==> config.mk <==
export PLATFORM = sky130hd
export DESIGN_NAME = multi_chan_counter_flat
export DESIGN_NICKNAME = d
export VERILOG_FILES = /design/src/rtl/multi_chan_counter_if.sv /design/src/rtl/multi_chan_counter.sv /design/src/flat_wrapper.sv
export SDC_FILE = /design/constraint.sdc
export NUM_CORES = 1
export LEC_CHECK = 0
export ABC_AREA = 1
export CORE_MARGIN = 4
export CORE_UTILIZATION = 50
export DETAILED_ROUTE_END_ITERATION = 6
export PLACE_DENSITY = 0.87
export SLEW_MARGIN = 20
export SYNTH_ARGS = -nofsm -noshare
export SYNTH_HDL_FRONTEND = slang
export SYNTH_SLANG_ARGS = --single-unit
export TNS_END_PERCENT = 5
==> constraint.sdc <==
create_clock -name clk -period 2.45 [get_ports clk]
set_clock_uncertainty 0.1 [all_clocks]
set_input_delay 0.6125 -clock clk [delete_from_list [all_inputs] [get_ports clk]]
set_output_delay 0.6125 -clock clk [all_outputs]
set_load 0.01 [all_outputs]
==> src/rtl/multi_chan_counter_if.sv <==
// Command/response bundle for multi_chan_counter: valid/ready command in,
// valid/ready response out, plus the flat view of every counter.
interface multi_chan_counter_if #(
  parameter int N   = 8,
  parameter int CH  = 4,
  parameter int CHW = 2
);
  logic            in_valid;
  logic            in_ready;
  logic [CHW-1:0]  in_ch;
  logic [1:0]      in_op;
  logic [N-1:0]    in_data;
  logic            out_valid;
  logic            out_ready;
  logic [CHW-1:0]  out_ch;
  logic [N-1:0]    out_count;
  logic            out_flag;
  logic            out_err;
  logic [CH*N-1:0] dout;

  modport slave (
    input  in_valid, in_ch, in_op, in_data, out_ready,
    output in_ready, out_valid, out_ch, out_count, out_flag, out_err, dout
  );

  modport master (
    output in_valid, in_ch, in_op, in_data, out_ready,
    input  in_ready, out_valid, out_ch, out_count, out_flag, out_err, dout
  );
endinterface

==> src/rtl/multi_chan_counter.sv <==
// CH independent N-bit counters driven by LOAD/INC/DEC/CLEAR commands, with a
// single registered response stage per accepted command.
module multi_chan_counter #(
  parameter int N        = 8,
  parameter int CH       = 4,
  parameter int CHW      = 2,
  parameter int SATURATE = 0
) (
  input  logic                 clk,
  input  logic                 rst,
  multi_chan_counter_if.slave  bus
);
  localparam logic [1:0]   OP_LOAD  = 2'b00;
  localparam logic [1:0]   OP_INC   = 2'b01;
  localparam logic [1:0]   OP_DEC   = 2'b10;
  localparam logic [1:0]   OP_CLEAR = 2'b11;
  localparam logic [N-1:0] ONE      = {{(N-1){1'b0}}, 1'b1};
  localparam logic [CHW:0] CH_LIM   = (CHW+1)'(CH);

  logic [N-1:0]   r_count [CH];
  logic           r_out_valid;
  logic [CHW-1:0] r_out_ch;
  logic [N-1:0]   r_out_count;
  logic           r_out_flag;
  logic           r_out_err;

  logic           w_in_ready;
  logic           w_accept;
  logic           w_err;
  logic [N-1:0]   w_cur;
  logic [N-1:0]   w_next;
  logic           w_flag;
  logic [CH-1:0]  w_we;

  // Ready depends only on the output stage, never on in_valid.
  assign w_in_ready = !r_out_valid || bus.out_ready;
  assign w_accept   = bus.in_valid && w_in_ready;
  assign w_err      = ({1'b0, bus.in_ch} >= CH_LIM);

  always_comb begin
    w_cur = '0;
    for (int k = 0; k < CH; k++) begin
      if (bus.in_ch == CHW'(k)) w_cur = r_count[k];
    end
  end

  always_comb begin
    w_next = w_cur;
    w_flag = 1'b0;
    case (bus.in_op)
      OP_LOAD:  w_next = bus.in_data;
      OP_CLEAR: w_next = '0;
      OP_INC: begin
        if (w_cur == '1) begin
          w_flag = 1'b1;
          w_next = (SATURATE != 0) ? '1 : '0;
        end else begin
          w_next = w_cur + ONE;
        end
      end
      OP_DEC: begin
        if (w_cur == '0) begin
          w_flag = 1'b1;
          w_next = (SATURATE != 0) ? '0 : '1;
        end else begin
          w_next = w_cur - ONE;
        end
      end
      default: w_next = w_cur;
    endcase
  end

  generate
    for (genvar gi = 0; gi < CH; gi++) begin : g_chan
      assign w_we[gi] = w_accept && !w_err && (bus.in_ch == CHW'(gi));
      assign bus.dout[gi*N +: N] = r_count[gi];
    end
  endgenerate

  always_ff @(posedge clk or negedge rst) begin
    if (!rst) begin
      for (int k = 0; k < CH; k++) r_count[k] <= '0;
    end else begin
      for (int k = 0; k < CH; k++) begin
        if (w_we[k]) r_count[k] <= w_next;
      end
    end
  end

  // Response fields load only on accept, so they stay frozen under backpressure.
  always_ff @(posedge clk or negedge rst) begin
    if (!rst) begin
      r_out_valid <= 1'b0;
      r_out_ch    <= '0;
      r_out_count <= '0;
      r_out_flag  <= 1'b0;
      r_out_err   <= 1'b0;
    end else if (w_accept) begin
      r_out_valid <= 1'b1;
      r_out_ch    <= bus.in_ch;
      r_out_count <= w_err ? '0 : w_next;
      r_out_flag  <= w_err ? 1'b0 : w_flag;
      r_out_err   <= w_err;
    end else if (bus.out_ready) begin
      r_out_valid <= 1'b0;
    end
  end

  assign bus.in_ready  = w_in_ready;
  assign bus.out_valid = r_out_valid;
  assign bus.out_ch    = r_out_ch;
  assign bus.out_count = r_out_count;
  assign bus.out_flag  = r_out_flag;
  assign bus.out_err   = r_out_err;
endmodule

==> src/flat_wrapper.sv <==
// flat-port wrapper written by rule: the top's interface ports become plain ports
module multi_chan_counter_flat 
#(
  parameter int N        = 8,
  parameter int CH       = 4,
  parameter int CHW      = 2,
  parameter int SATURATE = 0
)
  (clk, rst, bus_in_valid, bus_in_ch, bus_in_op, bus_in_data, bus_out_ready, bus_in_ready, bus_out_valid, bus_out_ch, bus_out_count, bus_out_flag, bus_out_err, bus_dout);
  multi_chan_counter_if #(.N(N), .CH(CH), .CHW(CHW)) bus_i ();
  input  logic clk;
  input  logic rst;
  input wire logic [$bits(bus_i.in_valid)-1:0] bus_in_valid;
  input wire logic [$bits(bus_i.in_ch)-1:0] bus_in_ch;
  input wire logic [$bits(bus_i.in_op)-1:0] bus_in_op;
  input wire logic [$bits(bus_i.in_data)-1:0] bus_in_data;
  input wire logic [$bits(bus_i.out_ready)-1:0] bus_out_ready;
  output wire logic [$bits(bus_i.in_ready)-1:0] bus_in_ready;
  output wire logic [$bits(bus_i.out_valid)-1:0] bus_out_valid;
  output wire logic [$bits(bus_i.out_ch)-1:0] bus_out_ch;
  output wire logic [$bits(bus_i.out_count)-1:0] bus_out_count;
  output wire logic [$bits(bus_i.out_flag)-1:0] bus_out_flag;
  output wire logic [$bits(bus_i.out_err)-1:0] bus_out_err;
  output wire logic [$bits(bus_i.dout)-1:0] bus_dout;
  assign bus_i.in_valid = bus_in_valid;
  assign bus_i.in_ch = bus_in_ch;
  assign bus_i.in_op = bus_in_op;
  assign bus_i.in_data = bus_in_data;
  assign bus_i.out_ready = bus_out_ready;
  assign bus_in_ready = bus_i.in_ready;
  assign bus_out_valid = bus_i.out_valid;
  assign bus_out_ch = bus_i.out_ch;
  assign bus_out_count = bus_i.out_count;
  assign bus_out_flag = bus_i.out_flag;
  assign bus_out_err = bus_i.out_err;
  assign bus_dout = bus_i.dout;
  multi_chan_counter #(.N(N), .CH(CH), .CHW(CHW), .SATURATE(SATURATE)) u_core (.clk(clk), .rst(rst), .bus(bus_i));
endmodule
Yosys cells after proc, flatten, opt, wreduce, memory -nomap -nowiden
Cells that the tools add are included.
Widths: inputs -> output; s select.
{ "totals": {"ff_bits": 44, "latch_bits": 0, "ramBits": 0, "rom_bits": 0, "in_bits": 16, "n_memories": 0} }
{ "op_classes": {"n_addsub": 2, "n_mul": 0, "div_mod_pow": 0, "order_cmp": 0, "n_eq_ne": 7, "shift": 0, "muxes": 12, "bitwise": 0, "reduce_logical": 11} }
{ "ops": {"columns": ["op", "n"], "rows": [
  ["$mux 8", 6],
  ["$pmux 8 s4", 1],
  ["$add 8x1->8 const B", 1],
  ["$eq 2x2->1 const B", 4],
  ["$eq 8x8->1 const B", 1],
  ["$logic_not 8->1", 1],
  ["$sub 8x1->8 const B", 1],
  ["$logic_and 1x1->1", 5],
  ["$eq 2x1->1 const B", 2],
  ["$logic_not 2->1", 2],
  ["$mux 1", 4],
  ["$pmux 1 s2", 1],
  ["$reduce_bool 2->1", 1],
  ["$logic_not 1->1", 1],
  ["$logic_or 1x1->1", 1]
]} }

Longest topological paths before layout
Gate-level depths: netlist of run 1.
{ "depth": {"depth_word": 8, "depth_mapped": 15, "ltp_nobuf": 14} }

Worst setup path before layout of run 1
Ideal clock, no wire load.
{ "synth_path": {"kind": "in2reg", "startpoint": "input port bus_in_ch[0]", "endpoint": "register u_core.r_out_count[4], in the netlist u_core.bus.out_count[4]", "setup_time_ns": 0.118, "arrival_ns": 2.147, "required_time_ns": 2.232, "slack_ns": 0.085, "stages": 13, "n_path_buf": 2, "path_cell_list": "buf_2 buf_2 nand3_1 nand4_2 inv_1 ha_1 inv_1 nor2_1 nand3_1 o211ai_1 nand3_1 nand3_1 nand2_1"} }
{ "synth_via": {"elab_chain_cells": 8, "word_cells_on_any_way": 15, "classes_between": "add/sub: 2; eq/ne: 4; mux: 7; reduce/logical: 2"} }
{ "synth_lines": {"columns": ["element", "line", "rtl"], "rows": [
  ["start, declared", "flat_wrapper.sv:14", "input wire logic [$bits(bus_i.in_ch)-1:0] bus_in_ch;"],
  ["$logic_not 2->1", "multi_chan_counter.sv:43", "if (bus.in_ch == CHW'(k)) w_cur = r_count[k];"],
  ["$mux 8 (3 in series)", "multi_chan_counter.sv:43", null],
  ["$mux 8 (*)", "multi_chan_counter.sv:43", null],
  ["$sub 8x1->8, or another cell as far along", "multi_chan_counter.sv:66", "w_next = w_cur - ONE;"],
  ["$mux 8 (on tied branches)", "multi_chan_counter.sv:62, multi_chan_counter.sv:54", null],
  ["$pmux 8 s4 (*)", "multi_chan_counter.sv:50", "case (bus.in_op)"],
  ["end signal, assigned", "multi_chan_counter.sv:101", "r_out_count <= w_err ? '0 : w_next;"],
  ["end, declared", "multi_chan_counter.sv:23", "logic [N-1:0] r_out_count;"]
]} }
Every way passes the cells marked *; elsewhere a longest branch is shown, timed or not.
A chain may end at the register's enable or synchronous reset.

Worst setup path after layout of run 1
{ "layout_path": {"startpoint": "input port bus_in_ch[0]", "endpoint": "register u_core.r_count, in the netlist u_core.bus.dout[0]"} }
{ "layout_via": {"elab_chain_cells": 8, "word_cells_on_any_way": 16, "classes_between": "add/sub: 2; eq/ne: 4; mux: 7; reduce/logical: 3"} }
{ "layout_lines": {"columns": ["element", "line", "rtl"], "rows": [
  ["$logic_not 2->1", "multi_chan_counter.sv:43, multi_chan_counter.sv:75", null],
  ["$mux 8 (4 in series)", "multi_chan_counter.sv:43", null],
  ["$sub 8x1->8, or another cell as far along", "multi_chan_counter.sv:66", null],
  ["$mux 8 (on tied branches)", "multi_chan_counter.sv:62, multi_chan_counter.sv:54", null],
  ["$pmux 8 s4", "multi_chan_counter.sv:50", null],
  ["end signal, assigned by index", "multi_chan_counter.sv:85", "if (w_we[k]) r_count[k] <= w_next;"],
  ["end, declared", "multi_chan_counter.sv:20", "logic [N-1:0] r_count [CH];"]
]} }
Parallel ways exist; a longest one is shown, timed or not.

==> impl_metrics.csv, run 1 <==
group,metric,value,unit
run_status,status,"finished clean",
worst_hold_path,hold_path_class,"primary input to async pin",
worst_setup_path,end_kind,"flop",
global_routing,grt_usage,0.315,
drt,wl_per_cell,17.6,um
cts,htree_levels,2,
worst_setup_path,cp-start-kind,"primary input",
finish,diodes,0,
drt,ant_nets,0,
synth,synth_common_cells,"nand2_1 (148), nand3_1 (86), dfrtp_1 (44)",
global_routing,overflow,0,
drt,wirelength,9.60,mm
power_and_ir_drop,power_frac_comb,0.466,
sta,slew_violations,0,
floorplan,fp-row-count,25,
synth,yosys.area.top_type,"dfrtp_1",
floorplan,fp.dieH,79.6,um
sta,fmax,417,MHz
synth,postSynthAreaPerCell,6.99,um2
sta,setup_viol,0,
cts,root_buffer,"clkbuf_8",
worst_setup_path,cp.required,2.54,ns
power_and_ir_drop,p_per_area,804,nW/um2
worst_setup_path,critPathCapture,"u_core.bus.dout[0]$_DFFE_PN0P_",
finish,multi_input_area,1420,um2
cts,clock-sinks,44,
sta,worst_slew_margin_rel,0.624,
synth,syn_inst,367,
drt,drtPass1Iterations,5,
worst_setup_path,rr_startpoint,"u_core.bus.dout[9]$_DFFE_PN0P_",
power_and_ir_drop,p_seq_frac,0.353,
power_and_ir_drop,leakage,2.02,nW
worst_setup_path,r2r-end,"u_core.bus.dout[0]$_DFFE_PN0P_",
synth,synth_area,2560,um2
floorplan,initial_core_util,0.529,
synth,synth_cell_types,23,
cts,clk_latency,0.30,ns
global_routing,grt_max_degree,45,
worst_setup_path,ff2ff_setup_slack,0.43,ns
floorplan,die_w,79.6,um
floorplan,die-area,6340,um2
synth,async_reset_ff_frac,1.00,
cts,clk_pin_slew_worst_paths,0.08,ns
synth,ys_seq_elements,44,
power_and_ir_drop,intPower,1.91,mW
cts,cts_tree,"done",
flow_run,drv_cap,0,
worst_setup_path,crit_fanout,7,
synth,yosysMostFrequentCell,"nand2_1",
power_and_ir_drop,p_sw_frac,0.381,
global_routing,grt_pass1_vias,3133,
drt,drcViolationCount,0,
finish,final_core_util,0.790,
synth,synth_fp_nets,389,
placed_design,placed_area,3540,um2
worst_setup_path,critical_path_arrival,2.49,ns
power_and_ir_drop,p_total,3.08,mW
synth,synth-seq-area-share,0.429,
synth,ys.flop_type,"dfrtp_1",
synth,synth_top_area_frac,0.429,
power_and_ir_drop,clkPwrFrac,0.181,
drt,vias,3176,
worst_setup_path,worstSetupPathType,"primary input to flop",
drt,vias_per_cell,5.82,
global_routing,grt_pass1_wl,15.1,mm
cts,cts_hold_buffers,0,
worst_setup_path,crit_path_start,"bus_in_ch[0]",
worst_setup_path,r2r.worst_path.cells,11,
cts,cts-buffers-inserted,5,
finish,fin_nets,500,
placed_design,io_buffers,60,
power_and_ir_drop,p_switching,1.17,mW
power_and_ir_drop,peakVddDrop,0.712,mV
placed_design,gp_congestion,0.958,
drt,drtIter0Drc,362,
sta,finalCritPeriodShare,0.978,
finish,nFillCells,315,
floorplan,core-area,4850,um2
sta,worst_pin_slew,0.565,ns
synth,synth_area_leaders,"dfrtp_1 (43%), nand2_1 (22%), nand3_1 (17%)",
placed_design,dpl.hpwl,6.60,mm
cts,cts_max_path_buffers,2,
floorplan,io_pins,62,
finish,area_growth,49.4,%
finish,seq_area,1100,um2
global_routing,antenna_found_initial,0,
sta,finalHoldViolCount,0,
finish,drive_above_1_share,0.192,
synth,yosysWarnings,0,
synth,synth_edf_count,0,
sta,min_period,2.40,ns
finish,fin_area,3830,um2
-- critical path: stages --
cell and delay [ns]:
clkdlybuf4s15_1 0.24, buf_6 0.18, nor2_4 0.16, nand2_1 0.12, nand4_4 0.12, ha_1 0.20, inv_1 0.07, nor2_1 0.17
nand2_1 0.11, a21o_1 0.17, nand2_1 0.07, nand2_2 0.11, nand2_1 0.10, nand2_1 0.06
-- registers in the layout, indices dropped and copies added (netlist names) --
register / count
u_core.bus.out_count: 8
u_core.bus.out_flag: 1
u_core.bus.dout: 32
u_core.bus.out_ch: 2
u_core.bus.out_valid: 1
-- kinds of logic (layout without fill, tap and decap cells) --
group	after synthesis	after routing	synth area share
other	1	1	0.00146
buffers and inverters	39	151	0.0615
AO/OA/AOI/OAI	13	13	0.0317
flip-flops	44	44	0.429
adder cells (fa/ha/maj)	6	6	0.0293
XOR/XNOR	1	1	0.00342
AND/OR/NAND/NOR	263	263	0.443
-- worst min path at each step --
stage,startpoint,to
6_report,rst,u_core.bus.out_count[3]$_DFFE_PN0P_
5_1_grt,rst,u_core.bus.out_count[3]$_DFFE_PN0P_
4_1_cts,rst,u_core.bus.out_count[3]$_DFFE_PN0P_
3_5_place_dp,u_core.bus.out_count[1]$_DFFE_PN0P_,u_core.bus.out_count[1]$_DFFE_PN0P_
3_3_place_gp,u_core.bus.out_count[1]$_DFFE_PN0P_,u_core.bus.out_count[1]$_DFFE_PN0P_
2_1_floorplan,rst,u_core.bus.dout[0]$_DFFE_PN0P_
-- per-layer routing --
metal | vias to the layer above | share of wire | track usage | wire length [um]
li1 | 1416 | - | - | -
met1 | 1460 | 0.35 | 0.378 | 3380
met2 | 249 | 0.48 | 0.509 | 4590
met3 | 51 | 0.12 | 0.0847 | 1180
met4 | 0 | 0.048 | 0.174 | 456
met5 | - | 0 | 0 | 0
-- power groups by stage --
stage | registers, mW | logic (mW) | clock network, mW
floorplan | 1.13 | 0.510 | 0
global placement | 1.08 | 1.25 | 0
detailed placement | 1.08 | 1.29 | 0
CTS | 1.07 | 1.35 | 0.558
global route | 1.10 | 1.55 | 0.596
finish | 1.09 | 1.43 | 0.558
-- stage by stage --
step	setup slack (ns)	std cells	TNS [ns]	hold WS [ns]
finish	0.0533	546	0	0.280
global route	-0.0363	546	-0.194	0.328
CTS	0.0235	544	0	0.290
detailed placement	-0.640	530	-23.84	0.372
global placement	-0.584	530	-21.40	0.366
floorplan	0.0847	367	0	0.217
-- cell type report --
cell class	count	share of cell area
Multi-Input combinational cell	284	0.370
Sequential cell	44	0.287
Timing Repair Buffer	113	0.263
Inverter	30	0.0297
Tap cell	67	0.0219
Clock buffer	6	0.0189
Clock inverter	2	0.00915
-- what timing repair did --
action                                  4_1_cts  5_1_grt
pin swaps                                     2        5
resized for setup                            15       20
buffers inserted                              6        2
endpoints found under the setup margin       41       41
-- layout by cell type, fill, tap and decap left out, drive strengths merged, types with 2 or more instances in the layout --
cell type / synthesis / final
nand4: 8 / 8
nor2: 20 / 20
nand3: 86 / 86
clkbuf: 3 / 7
buf: 6 / 54
clkinv: 1 / 2
inv: 29 / 29
nand2: 148 / 148
dfrtp: 44 / 44
a21oi: 4 / 4
clkdlybuf4s50: 0 / 56
ha: 6 / 6
o21ai: 7 / 7
Note: power is estimated with default switching activity, not from simulation.
==> run 2: changes to the inputs <==
--- a/config.mk
+++ b/config.mk
@@ -6,7 +6,7 @@
 export NUM_CORES = 1
 export LEC_CHECK = 0
 export ABC_AREA = 1
-export CORE_MARGIN = 4
+export CORE_ASPECT_RATIO = 0.6
 export CORE_UTILIZATION = 50
 export DETAILED_ROUTE_END_ITERATION = 6
 export PLACE_DENSITY = 0.87
@@ -14,4 +14,4 @@
 export SYNTH_ARGS = -nofsm -noshare
 export SYNTH_HDL_FRONTEND = slang
 export SYNTH_SLANG_ARGS = --single-unit
-export TNS_END_PERCENT = 5
+export TNS_END_PERCENT = 50
==> impl_metrics.csv, run 2 (same netlist as run 1, synthesis figures left out) <==
group,metric,value,unit
global_routing,use_met1,0.422,
floorplan,fp-row-count,19,
power_and_ir_drop,p_total,2.83,mW
drt,drtIter0Drc,228,
global_routing,grt_pass1_vias,2609,
global_routing,overflow,0,
drt,drtPass1Iterations,5,
drt,wl_per_cell,15.5,um
drt,vias,2910,
placed_design,dp_slack,-0.675,ns
sta,finalHoldViolCount,0,
global_routing,antenna_found_initial,0,
worst_setup_path,end_kind,"flop",
worst_setup_path,critical_path_arrival,2.46,ns
cts,cts-buffers-inserted,5,
power_and_ir_drop,p_seq_frac,0.379,
power_and_ir_drop,power_frac_comb,0.454,
drt,ant_nets,0,
placed_design,dpl.hpwl,6.17,mm
floorplan,io_pins,62,
floorplan,initial_core_util,0.539,
global_routing,grt_pass1_wl,12.7,mm
sta,worst_pin_slew,0.544,ns
global_routing,grt_max_degree,45,
finish,diodes,0,
power_and_ir_drop,peakVddDrop,0.471,mV
cts,cts_tree,"done",
floorplan,core-area,4750,um2
global_routing,grtUsageMet3,0.0800,
sta,slew_violations,0,
cts,cts_max_path_buffers,2,
worst_setup_path,cp-start-kind,"primary input",
sta,setup_ws,0.0769,ns
finish,nFillCells,382,
cts,cts_hold_buffers,0,
worst_setup_path,critPathSlowestCell,"clkdlybuf4s15_2",
power_and_ir_drop,p_sw_frac,0.377,
cts,clk_latency,0.30,ns
cts,htree_levels,2,
finish,drive_above_1_share,0.138,
placed_design,place_inst,520,
placed_design,gp_congestion,0.993,
global_routing,met2_usage,0.509,
drt,vias_per_cell,5.51,
drt,drcViolationCount,0,
power_and_ir_drop,clkPwrFrac,0.167,
finish,area_growth,40.7,%
finish,layout_commonest_cell,"nand2_1",
floorplan,die_w,94.4,um
placed_design,placed_area,3490,um2
floorplan,die-area,5430,um2
finish,fin_area,3610,um2
run_status,status,"finished clean",
worst_setup_path,crit_path_max_incr_delay,0.27,ns
power_and_ir_drop,leakage,1.91,nW
worst_setup_path,cp.required,2.54,ns
placed_design,io_buffers,60,
power_and_ir_drop,intPower,1.76,mW
finish,largest_reg_flops,32,
sta,worst_slew_margin_rel,0.637,
power_and_ir_drop,p_switching,1.07,mW
sta,setup_viol,0,
finish,fin_nets,486,
sta,rsz0062_at_grt,"yes",
global_routing,grt_usage,0.317,
power_and_ir_drop,p_per_area,785,nW/um2
global_routing,grt_busiest_layer,"met2",
finish,layout_common_cells,"nand2_1 (147), nand3_1 (84), clkdlybuf4s50_1 (56)",
worst_setup_path,cp_common_cell,"nand3_1",
sta,finalCritPeriodShare,0.969,
floorplan,fp.dieH,57.5,um
worst_setup_path,crit_fanout,8,
worst_setup_path,cp_cell_sequence,"clkdlybuf4s15_2 > nor2_2 > nand2_1 > nand4_2 > inv_1 > ha_1 > nand3_1 > nor2_2 > a21oi_4 > nand3_1 > nand3_1 > nand2_1",
worst_setup_path,worstSetupPathType,"primary input to flop",
cts,clock-sinks,44,
sta,min_period,2.37,ns
drt,wirelength,8.18,mm
cts,root_buffer,"clkbuf_8",
worst_hold_path,hold_path_class,"primary input to async pin",
finish,final_cells,528,
cts,clk_pin_slew_worst_paths,0.08,ns
sta,fmax,421,MHz
flow_run,drv_cap,0,
[run 2: changes by cell type in the layout (fill, tap and decap cells not counted), sizes merged]
| cell | delta |
|---|---|
| buf | -14 |
| bufinv | -1 |
| clkinv | +1 |
[run 2: final timing paths]
path / from / to / slack (ns) / depth (start not counted)
max in group asynchronous: rst / u_core.bus.dout[7]$_DFFE_PN0P_ / 1.60 / 2
min: rst / u_core.bus.dout[2]$_DFFE_PN0P_ / 0.28 / 2
max reg2reg: u_core.bus.dout[16]$_DFFE_PN0P_ / u_core.bus.dout[26]$_DFFE_PN0P_ / 0.45 / 10
max: bus_in_ch[1] / u_core.bus.dout[26]$_DFFE_PN0P_ / 0.08 / 12
min in group clk: u_core.bus.out_count[2]$_DFFE_PN0P_ / u_core.bus.out_count[2]$_DFFE_PN0P_ / 0.39 / 2
min reg2reg: u_core.bus.out_count[2]$_DFFE_PN0P_ / u_core.bus.out_count[2]$_DFFE_PN0P_ / 0.39 / 2
[run 2: final cells by class]
| class | instances | area [um2] | share of cell area |
|---|---|---|---|
| repair buffers | 99 | 887 | 0.246 |
| flip-flops and latches | 44 | 1100 | 0.305 |
| well taps | 63 | 78.8 | 0.0219 |
| multi-input cells | 284 | 1340 | 0.370 |
| clock buffers | 6 | 82.6 | 0.0229 |
| clock inverters | 2 | 10.0 | 0.00277 |
| inverters | 30 | 113 | 0.0312 |
[run 2: through the flow]
| stage | util | hold WS [ns] | TNS, ns |
|---|---|---|---|
| finish | 0.759 | 0.283 | 0 |
| global route | 0.759 | 0.335 | -0.608 |
| CTS | 0.756 | 0.300 | 0 |
| detailed placement | 0.733 | 0.364 | -22.89 |
| global placement | 0.733 | 0.363 | -20.23 |
| floorplan | - | 0.217 | 0 |
[run 2: worst max-delay path: cells and delay by family]
family | cells | cell delay (ns)
buf+inv | 2 | 0.35
compound gates | 1 | 0.26
simple gates | 8 | 1.02
fa+ha+maj | 1 | 0.20
[run 2: power by group through the flow]
stage / logic [mW] / registers [mW] / clock network [mW]
6_report: 1.29 / 1.07 / 0.472
4_1_cts: 1.27 / 1.07 / 0.469
3_3_place_gp: 1.22 / 1.07 / 0
3_5_place_dp: 1.25 / 1.08 / 0
2_1_floorplan: 0.510 / 1.13 / 0
5_1_grt: 1.40 / 1.09 / 0.498
[run 2: metal layers]
metal,vias to the layer above,routed length [um]
met3,31,950
met1,1315,3390
li1,1382,-
met4,0,215
met5,-,0
met2,182,3630
[run 2: timing repair]
item / 4_1_cts / 5_1_grt
endpoints found under the hold margin: 0 / 0
endpoints found under the setup margin: 41 / 41
resized for setup: 9 / 6
setup buffers: 0 / 0
